`src/rtl/uart_imem_loader_if.sv`:
```
// Bundle between the UART receiver, the loader and the IMEM write port, plus loader status.
// The loader is the slave of the byte stream and drives the write port and status.
interface uart_imem_loader_if;
    logic [7:0]  rx_data;
    logic        rx_valid;
    logic        imem_we;
    logic [31:0] imem_addr;
    logic [31:0] imem_wdata;
    logic [15:0] words_loaded;
    logic        load_busy;
    logic        load_done;
    logic        load_error;
    logic        cpu_reset;

    modport master (
        output rx_data, rx_valid,
        input  imem_we, imem_addr, imem_wdata, words_loaded,
        input  load_busy, load_done, load_error, cpu_reset
    );

    modport slave (
        input  rx_data, rx_valid,
        output imem_we, imem_addr, imem_wdata, words_loaded,
        output load_busy, load_done, load_error, cpu_reset
    );
endinterface

```
`src/rtl/uart_imem_loader.sv`:
```
// Receives a length-prefixed program image over the UART byte stream and writes it into IMEM,
// holding the CPU in reset until the whole image has been written.
module uart_imem_loader #(
    parameter int unsigned DEPTH     = 256,
    parameter logic [31:0] BASE_ADDR = 32'h0,
    parameter int unsigned TIMEOUT   = 100000
) (
    input logic               clk,
    input logic               reset,
    uart_imem_loader_if.slave bus
);
    localparam logic [31:0] TmoLast = 32'(TIMEOUT - 1);
    localparam logic [31:0] DepthW  = 32'(DEPTH);

    typedef enum logic [2:0] {StIdle, StLenLo, StData, StDone, StErr} state_e;

    state_e      state_q, state_d;
    logic [15:0] len_q, len_d;
    logic [1:0]  byte_cnt_q, byte_cnt_d;
    logic [23:0] shift_q, shift_d;
    logic [31:0] tmo_q, tmo_d;
    logic        we_q, we_d;
    logic [31:0] addr_q, addr_d;
    logic [31:0] wdata_q, wdata_d;
    logic [15:0] words_q, words_d;

    logic [15:0] len_rx;
    logic        tmo_hit;

    assign len_rx  = {len_q[15:8], bus.rx_data};
    // An arriving byte always beats an expiring counter.
    assign tmo_hit = !bus.rx_valid && (tmo_q == TmoLast);

    always_ff @(posedge clk) begin
        if (reset) begin
            state_q <= StIdle;
        end else begin
            state_q <= state_d;
        end
    end

    always_comb begin
        state_d = state_q;
        unique case (state_q)
            StIdle: begin
                if (bus.rx_valid) state_d = StLenLo;
            end
            StLenLo: begin
                if (bus.rx_valid) begin
                    if (len_rx == 16'h0)                 state_d = StDone;
                    else if ({16'h0, len_rx} > DepthW)   state_d = StErr;
                    else                                 state_d = StData;
                end else if (tmo_hit) begin
                    state_d = StErr;
                end
            end
            StData: begin
                // Leave only after the final write pulse has been presented.
                if (we_q && (words_q == len_q)) state_d = StDone;
                else if (tmo_hit)               state_d = StErr;
            end
            default: state_d = state_q;
        endcase
    end

    always_comb begin
        bus.load_busy  = (state_q == StLenLo) || (state_q == StData);
        bus.load_done  = (state_q == StDone);
        bus.load_error = (state_q == StErr);
        bus.cpu_reset  = (state_q != StDone);
        bus.imem_we      = we_q;
        bus.imem_addr    = addr_q;
        bus.imem_wdata   = wdata_q;
        bus.words_loaded = words_q;
    end

    always_comb begin
        len_d      = len_q;
        byte_cnt_d = byte_cnt_q;
        shift_d    = shift_q;
        tmo_d      = '0;
        we_d       = 1'b0;
        addr_d     = addr_q;
        wdata_d    = wdata_q;
        words_d    = words_q;
        if ((state_q == StLenLo) || (state_q == StData)) begin
            tmo_d = bus.rx_valid ? 32'h0 : tmo_q + 32'h1;
        end
        if (bus.rx_valid) begin
            if (state_q == StIdle)  len_d[15:8] = bus.rx_data;
            if (state_q == StLenLo) len_d[7:0]  = bus.rx_data;
            if (state_q == StData) begin
                if (byte_cnt_q == 2'd3) begin
                    we_d    = 1'b1;
                    wdata_d = {shift_q, bus.rx_data};
                    addr_d  = BASE_ADDR + {14'h0, words_q, 2'b00};
                    words_d = words_q + 16'h1;
                end else begin
                    shift_d = {shift_q[15:0], bus.rx_data};
                end
                byte_cnt_d = byte_cnt_q + 2'd1;
            end
        end
    end

    always_ff @(posedge clk) begin
        if (reset) begin
            len_q      <= '0;
            byte_cnt_q <= '0;
            shift_q    <= '0;
            tmo_q      <= '0;
            we_q       <= 1'b0;
            addr_q     <= BASE_ADDR;
            wdata_q    <= '0;
            words_q    <= '0;
        end else begin
            len_q      <= len_d;
            byte_cnt_q <= byte_cnt_d;
            shift_q    <= shift_d;
            tmo_q      <= tmo_d;
            we_q       <= we_d;
            addr_q     <= addr_d;
            wdata_q    <= wdata_d;
            words_q    <= words_d;
        end
    end
endmodule

```
`src/flat_wrapper.sv`:
```
// flat-port wrapper written by rule: the top's interface ports become plain ports
module uart_imem_loader_flat 
#(
    parameter int unsigned DEPTH     = 256,
    parameter logic [31:0] BASE_ADDR = 32'h0,
    parameter int unsigned TIMEOUT   = 100000
)
  (clk, reset, bus_rx_data, bus_rx_valid, bus_imem_we, bus_imem_addr, bus_imem_wdata, bus_words_loaded, bus_load_busy, bus_load_done, bus_load_error, bus_cpu_reset);
  uart_imem_loader_if bus_i ();
  input logic clk;
  input logic reset;
  input wire logic [$bits(bus_i.rx_data)-1:0] bus_rx_data;
  input wire logic [$bits(bus_i.rx_valid)-1:0] bus_rx_valid;
  output wire logic [$bits(bus_i.imem_we)-1:0] bus_imem_we;
  output wire logic [$bits(bus_i.imem_addr)-1:0] bus_imem_addr;
  output wire logic [$bits(bus_i.imem_wdata)-1:0] bus_imem_wdata;
  output wire logic [$bits(bus_i.words_loaded)-1:0] bus_words_loaded;
  output wire logic [$bits(bus_i.load_busy)-1:0] bus_load_busy;
  output wire logic [$bits(bus_i.load_done)-1:0] bus_load_done;
  output wire logic [$bits(bus_i.load_error)-1:0] bus_load_error;
  output wire logic [$bits(bus_i.cpu_reset)-1:0] bus_cpu_reset;
  assign bus_i.rx_data = bus_rx_data;
  assign bus_i.rx_valid = bus_rx_valid;
  assign bus_imem_we = bus_i.imem_we;
  assign bus_imem_addr = bus_i.imem_addr;
  assign bus_imem_wdata = bus_i.imem_wdata;
  assign bus_words_loaded = bus_i.words_loaded;
  assign bus_load_busy = bus_i.load_busy;
  assign bus_load_done = bus_i.load_done;
  assign bus_load_error = bus_i.load_error;
  assign bus_cpu_reset = bus_i.cpu_reset;
  uart_imem_loader #(.DEPTH(DEPTH), .BASE_ADDR(BASE_ADDR), .TIMEOUT(TIMEOUT)) u_core (.clk(clk), .reset(reset), .bus(bus_i));
endmodule
```
`config.mk`:
```
export PLATFORM = sky130hd
export DESIGN_NAME = uart_imem_loader_flat
export DESIGN_NICKNAME = d
export VERILOG_FILES = /design/src/rtl/uart_imem_loader_if.sv /design/src/rtl/uart_imem_loader.sv /design/src/flat_wrapper.sv
export SDC_FILE = /design/constraint.sdc
export NUM_CORES = 1
export LEC_CHECK = 0
export CORE_MARGIN = 2
export CORE_UTILIZATION = 28
export CTS_BUF_LIST = sky130_fd_sc_hd__clkbuf_16
export DETAILED_ROUTE_END_ITERATION = 10
export HOLD_SLACK_MARGIN = 0.02
export PLACE_DENSITY_LB_ADDON = 0.3
export SLEW_MARGIN = 10
export SYNTH_ARGS = -nofsm -noshare
export SYNTH_HDL_FRONTEND = slang
export SYNTH_SLANG_ARGS = --single-unit
export TNS_END_PERCENT = 20
```
`constraint.sdc`:
```
create_clock -name clk -period 2.2 [get_ports clk]
set_input_delay 0.22 -clock clk [delete_from_list [all_inputs] [get_ports clk]]
set_output_delay 0.22 -clock clk [all_outputs]
set_load 0.1 [all_outputs]
```
# Word-level counts from Yosys, hierarchy flattened
# Cells that the tools add are included.
[classes]
mux = 8
eq_ne = 9
reduce_logical = 15
addsub = 3
n_lt_le_gt_ge = 1
bitwise_logic = 4
[op_table]
columns = ["cell", "count"]
rows = [
  ["$add 32x1->32 const B", 1],
  ["$eq 32x17->1 const B", 1],
  ["$mux 3", 6],
  ["$add 16x1->16 const B", 1],
  ["$eq 16x16->1", 1],
  ["$gt 16x9->1 const B", 1],
  ["$logic_not 16->1", 1],
  ["$pmux 3 s3", 1],
  ["$reduce_and 2->1", 4],
  ["$eq 3x2->1 const B", 2],
  ["$reduce_and 3->1", 2],
  ["$reduce_or 3->1", 2],
  ["$not 1->1", 4],
  ["$eq 3x1->1 const B", 1],
  ["$eq 3x3->1 const B", 1],
  ["$logic_not 3->1", 1],
  ["$ne 3x2->1 const B", 1],
  ["$reduce_bool 3->1", 1],
  ["$add 2x1->2 const B", 1],
  ["$eq 2x2->1 const B", 1],
  ["$logic_and 1x1->1", 2],
  ["$ne 2x2->1 const B", 1],
  ["$logic_not 1->1", 1],
  ["$logic_or 1x1->1", 1],
  ["$mux 1", 1],
]
[word_totals]
regBits = 142
in_bits = 11
wordCells = 50
output_inout_bits = 85

# Logic depth before layout (Yosys ltp)
# Gate-level depths: netlist of run 1.
[logic_depth]
depth_word = 5
mapped_depth = 8
mapped_depth_nobuf = 7

# Worst setup path after synthesis of run 1
# Ideal clock, no wire load.
[synth_timing]
path_type = "reg-to-output"
start = "register u_core.state_q[2]"
end = "output bus_load_error"
stages_incl_launch_ff = 4
t_required_ps = 1980
path_slack_ps = -618
n_path_buf = 1
t_arrival_ps = 2598
cell_sequence = "dfxtp_1 > buf_2 > inv_1 > nor3_1"
[synth_via]
elab_chain_len = 1
[synth_rtl]
columns = ["element", "line_no", "rtl"]
rows = [
  ["start: declaration", "uart_imem_loader.sv:17", "state_e state_q, state_d;"],
  ["start signal: assignment", "uart_imem_loader.sv:36", "state_q <= StIdle;"],
  ["start signal: assignment", "uart_imem_loader.sv:38", "state_q <= state_d;"],
  ["$eq 3x3->1", "uart_imem_loader.sv:69", "bus.load_error = (state_q == StErr);"],
  ["end: declaration", "flat_wrapper.sv:20", "output wire logic [$bits(bus_i.load_error)-1:0] bus_load_error;"],
]
# Every way passes these cells.

# Final worst setup path of run 1
[layout_timing]
start = "register u_core.tmo_q[10]"
end = "register u_core.tmo_q[31]"
[layout_via]
elab_chain_len = 1
[layout_rtl]
columns = ["element", "line_no", "rtl"]
rows = [
  ["start: declaration", "uart_imem_loader.sv:21", "logic [31:0] tmo_q, tmo_d;"],
  ["start signal: assignment", "uart_imem_loader.sv:120", "tmo_q <= tmo_d;"],
  ["$add 32x1->32", "uart_imem_loader.sv:87", "tmo_d = bus.rx_valid ? 32'h0 : tmo_q + 32'h1;"],
]
# Every way passes these cells.
# A chain may end at the register's enable or synchronous reset.

==> results_dict.tcl, run 1 <==
set metrics [dict create \
    peakVddDrop_v 0.000576 \
    drive_above_1_share 0.180 \
    postSynthCellCount 708 \
    ys.flop_type "dfxtp_1" \
    cp.arrival_ns 2.23 \
    dp_cells 1054 \
    yosys.area.top_type "dfxtp_1" \
    areaGrowthSynthToFinish_pct 29.1 \
    ys_ff_latch 142 \
    cts_buffers 17 \
    tightest_slew_ns 0.571 \
    maxCapViolations 0 \
    yosys-top-cells-count "193 x nand2_1, 142 x dfxtp_1, 86 x a21oi_1, 67 x nor2_1, 36 x xor2_1" \
    netlist.area_leader.share 0.491 \
    grt_pass1_vias 4517 \
    gp_congestion 0.800 \
    hpwl_um 9760 \
    vias 4860 \
    design_area_um2 7480 \
    port_buffers 79 \
    synth_most_common_cell "nand2_1" \
    fin_crit_sh 0.881 \
    fin_nets 817 \
    wl_um 14300 \
    seq_area_frac_synth 0.491 \
    dieArea_um2 21800 \
    syn_area_um2 5790 \
    rsz0062_at_grt "no" \
    final_cells 1085 \
    globalRoute.totalOverflow 0 \
    slew_viol_final 0 \
    clock-sinks 142 \
    clock_skew_ns 0.00534 \
    setup_viol 0 \
    worstSetupStartpointType "flip-flop" \
    syn-mean-instance-area_um2 8.18 \
    relSlewSlack 0.616 \
    fp-row-count 52 \
    drc 0 \
    antenna_found_initial 0 \
    die_h_um 148 \
    wl_per_cell_um 13.2 \
    finalHoldViolations 0 \
    num-fill-cells 2097 \
    ys_top_cells_by_area "dfxtp_1 49%, nand2_1 13%, a21oi_1 7.4%" \
    yosysWarnings 0 \
    synth_edf_count 0 \
    h-tree-depth 4 \
    dr.pass1.iters 5 \
    core_area_um2 20200 \
    grt_max_degree 77 \
    post-place-ws_ns 0.0199 \
    vias_per_cell 4.48 \
    start_util 0.286 \
    p_leak_nw 2.77 \
    fin_crit_ns 1.94 \
    insertion_delay_ns 0.42 \
    dpl_cell_area_um2 6890 \
    crit_path_end_kind "flip-flop" \
    status "finished clean" \
    grtUsageTotal 0.134 \
    die_w_um 148 \
    fmax_mhz 516 \
    postLayoutCoreUtil 0.369 \
    holdWs_ns 0.250 \
    synth.distinct_cells 39 \
    clockBufferDepth 2 \
    first_iter_violations 207 \
    antennaDiodeCount 0 \
    async_flop_share 0 \
    boundaryPins 96 \
    required_ns 2.49 \
    ant_nets 0 \
    cts_tree "done" \
    power_density_nw_per_um2 866 \
    critPathMaxFanout 5 \
    post_cts_buffers 0 \
    cts_root_buf "clkbuf_16" \
    crit_type "reg -> reg" \
    cts.clk_slew.worst_paths_ns 0.06 \
    grt_pass1_wl_um 23300 \
    fin_ws_ns 0.262 \
    ff2ff_setup_slack_ns 0.26 \
    hp-class "in -> reg" \
]
[report_power, final]
part / switching [mW] / total (mW) / leakage (nW) / internal [mW]
Sequential: 0.0595 / 2.70 / 1.15 / 2.65
Combinational: 0.629 / 0.948 / 1.35 / 0.319
Clock: 1.07 / 2.82 / 0.274 / 1.75
Total: 1.76 / 6.47 / 2.77 / 4.72
[path summary, 6_finish.rpt]
kind	cells past startpoint	endpoint	from
worst max-delay path	6	u_core.tmo_q[31]	u_core.tmo_q[10]
worst max register to register	6	u_core.tmo_q[31]	u_core.tmo_q[10]
worst min register to register	2	u_core.bus.imem_wdata[28]	u_core.shift_q[20]
worst min-delay path	2	u_core.bus.words_loaded[2]	reset
[area by class of cell]
cell class                 instances  area, um^2  share of cell area
sequential                       142        2840               0.380
multi-input combinational        524        2750               0.368
timing repair buffer             114         953               0.128
clock buffer                      17         425              0.0569
tap                              270         338              0.0452
clock inverter                    14         151              0.0203
inverter                           4        15.0             0.00201
[state kept, by name, summed over array words and instances, names as in the netlist]
name / flops
u_core.bus.imem_wdata: 32
u_core.tmo_q: 32
u_core.shift_q: 24
u_core.bus.imem_addr: 16
u_core.bus.words_loaded: 16
u_core.len_q: 16
u_core.state_q: 3
u_core.byte_cnt_q: 2
u_core.bus.imem_we: 1
[through the flow]
stage | power (mW) | setup TNS [ns]
after floorplan | 3.44 | -0.558
after global placement | 3.71 | 0
after detailed placement | 3.71 | 0
after CTS | 6.55 | 0
after global routing | 6.75 | 0
final | 6.47 | 0
[cell usage in the layout, fill, tap and decap left out, types with 3 or more instances in the layout]
| master | instances |
|---|---|
| a21oi_1 | 86 |
| and3_1 | 10 |
| buf_12 | 6 |
| buf_4 | 99 |
| bufinv_16 | 3 |
| clkbuf_16 | 17 |
| clkdlybuf4s50_1 | 9 |
| clkinv_1 | 4 |
| clkinv_2 | 3 |
| clkinvlp_4 | 3 |
| conb_1 | 16 |
| dfxtp_1 | 142 |
| ha_1 | 3 |
| inv_1 | 4 |
| mux2i_1 | 8 |
| nand2_1 | 193 |
| nand3_1 | 15 |
| nand4_1 | 16 |
| nor2_1 | 66 |
| nor3_1 | 4 |
| nor4_1 | 10 |
| o21ai_0 | 3 |
| or3_1 | 3 |
| xnor2_1 | 25 |
| xor2_1 | 36 |
[worst max-delay path, cell delays in order, from the launching register on]
cell and delay, ns:
dfxtp_1 0.41, nand4_2 0.16, or4_4 0.60, nor3_4 0.31, nand3_1 0.13, xor2_1 0.15, nor2_1 0.05
[kinds of logic after synthesis]
logic type	after synthesis	share of synthesized area
other	1	0.000648
AO/OA/AOI/OAI	95	0.0845
buffers and inverters	57	0.0491
adder cells (fa/ha/maj)	3	0.00648
XOR/XNOR	61	0.0923
multiplexers	8	0.0138
flip-flops	142	0.491
AND/OR/NAND/NOR	341	0.262
[layer usage]
layer,vias up,track usage,part of all wire
met3,21,0.0392,0.038
met2,87,0.210,0.46
li1,2503,-,-
met5,-,0,0
met1,2249,0.177,0.49
met4,0,0.0476,0.016
[what timing repair did]
item                                    CTS  global route
resized for setup                         0             1
hold buffers                              0             0
endpoints found under the setup margin    0             3
No activity file was read; power rests on OpenSTA's default activity.
==> run 2: changes to the inputs <==
--- a/config.mk
+++ b/config.mk
@@ -6,9 +6,10 @@
 export NUM_CORES = 1
 export LEC_CHECK = 0
 export CORE_MARGIN = 2
-export CORE_UTILIZATION = 28
+export CORE_UTILIZATION = 30
 export CTS_BUF_LIST = sky130_fd_sc_hd__clkbuf_16
 export DETAILED_ROUTE_END_ITERATION = 10
+export GPL_TIMING_DRIVEN = 0
 export HOLD_SLACK_MARGIN = 0.02
 export PLACE_DENSITY_LB_ADDON = 0.3
 export SLEW_MARGIN = 10
==> results_dict.tcl, run 2 (same netlist as run 1, synthesis figures left out) <==
set metrics [dict create \
    status "finished clean" \
    antenna_found_initial 0 \
    gp_congestion 0.827 \
    fin_crit_sh 0.979 \
    cts.clk_slew.worst_paths_ns 0.06 \
    clock-sinks 142 \
    sw_frac_of_total 0.273 \
    slowest_delay_ns 1.18 \
    relSlewSlack 0.298 \
    cts_hold_buf 0 \
    first_iter_violations 225 \
    fin_nets 835 \
    required_ns 1.98 \
    fin_ws_ns 0.0460 \
    drive_above_1_share 0.0864 \
    hpwl_um 10600 \
    worstSetupStartpointType "flip-flop" \
    dr.pass1.iters 4 \
    fp-row-count 50 \
    insertion_delay_ns 0.42 \
    rsz0062_at_grt "no" \
    p_seq_frac 0.410 \
    crit_path_end_kind "output port" \
    mostFrequentLayoutCells "193 x nand2_1, 142 x dfxtp_1, 86 x a21oi_1, 66 x nor2_1, 57 x clkdlybuf4s50_1" \
    die_h_um 143 \
    grt_pass1_vias 4533 \
    setup_viol 0 \
    core_area_um2 18800 \
    vias_per_cell 4.48 \
    dp_cells 1062 \
    cp_cell_sequence "clkdlybuf4s50_1" \
    vias 4893 \
    cts_root_buf "clkbuf_16" \
    clockBufferDepth 2 \
    antennaDiodeCount 0 \
    ant_nets 0 \
    critPathMaxFanout 2 \
    boundaryPins 96 \
    dieArea_um2 20400 \
    die_w_um 143 \
    clock_skew_ns 0.00641 \
    p_clk_frac 0.455 \
    cts_tree "done" \
    crit_type "reg -> out" \
    ff2ff_setup_slack_ns 0.16 \
    start_util 0.307 \
    fin_crit_ns 2.15 \
    cts_buffers 17 \
    cp.arrival_ns 1.93 \
    drc 0 \
    power.switching_mw 1.80 \
    h-tree-depth 4 \
    pwr-share-comb 0.135 \
    cpMaxStageDelayCell "clkdlybuf4s50_1" \
    design_area_um2 7590 \
    grt_pass1_wl_um 23700 \
    final_common_cell "nand2_1" \
    grtUsageTotal 0.150 \
    num-fill-cells 1972 \
    slew_viol_final 0 \
    holdWs_ns 0.450 \
    path_buf_inv 1 \
    port_buffers 79 \
    fin_setup_tns_ns 0 \
    fmax_mhz 464 \
    p_int_mw 4.79 \
    wl_per_cell_um 13.5 \
    post-place-ws_ns -0.249 \
    postLayoutCoreUtil 0.403 \
    peakVddDrop_v 0.000582 \
    wl_um 14800 \
    power.total_mw 6.58 \
    dpl_cell_area_um2 6970 \
    final_cells 1093 \
    maxCapViolations 0 \
    hp-class "reg -> reg" \
    areaGrowthSynthToFinish_pct 31.1 \
    power_density_nw_per_um2 867 \
    crit_family "buffers and inverters" \
    globalRoute.totalOverflow 0 \
    p_leak_nw 2.74 \
    tightest_slew_ns 1.05 \
    finalHoldViolations 0 \
    grt_max_degree 17 \
]
run 2: cell types whose count changed in the layout (fill, tap and decap cells not counted), sizes merged:
| cell | delta |
|---|---|
| clkinv | -4 |
| bufinv | +1 |
| dlygate4sd2 | +16 |
| buf | -78 |
| clkdlybuf4s50 | +48 |
| dlymetal6s2s | +2 |
| inv | +3 |
| clkdlybuf4s15 | +1 |
| clkbuf | +29 |
run 2: final timing paths:
check                                 start                          end  cells after the start
setup / recovery  u_core.bus.imem_wdata[28]           bus_imem_wdata[28]                      1
hold / removal           u_core.shift_q[19]    u_core.bus.imem_wdata[27]                      2
setup reg to reg          u_core.state_q[2]  u_core.bus.words_loaded[14]                      8
hold reg to reg          u_core.shift_q[19]    u_core.bus.imem_wdata[27]                      2
run 2: what timing repair did:
action	in CTS	in global routing
endpoints found under the setup margin	20	30
buffers inserted	0	0
gates resized for setup	33	13
run 2: worst reg2reg max path, stage by stage, from the launching register on:
cell	delay [ns]
dfxtp_1	0.29
buf_2	0.18
nor3b_4	0.34
and3_1	0.19
buf_2	0.21
nand4_2	0.24
nor3_1	0.26
xnor2_1	0.15
nor2_1	0.05
run 2: cell type report:
| class | count | area (um^2) | area share |
|---|---|---|---|
| Sequential cell | 142 | 2840 | 0.374 |
| Tap cell | 260 | 325 | 0.0428 |
| Clock buffer | 17 | 425 | 0.0560 |
| Clock inverter | 14 | 194 | 0.0255 |
| Timing Repair Buffer | 79 | 764 | 0.101 |
| Buffer | 53 | 273 | 0.0359 |
| Inverter | 4 | 15.0 | 0.00198 |
| Multi-Input combinational cell | 524 | 2750 | 0.363 |
run 2: layer usage:
| metal | part of all wire | global-route usage |
|---|---|---|
| met5 | 0 | 0 |
| met4 | 0.014 | 0.0547 |
| met3 | 0.044 | 0.0362 |
| met2 | 0.47 | 0.242 |
| met1 | 0.47 | 0.196 |
run 2: power by group through the flow:
stage | registers, mW | logic [mW] | clock network, mW
2_1_floorplan | 2.74 | 0.702 | 0
3_3_place_gp | 2.75 | 0.886 | 0
3_5_place_dp | 2.75 | 0.890 | 0
4_1_cts | 2.70 | 0.887 | 3.06
5_1_grt | 2.70 | 0.973 | 3.18
6_report | 2.70 | 0.890 | 3.00
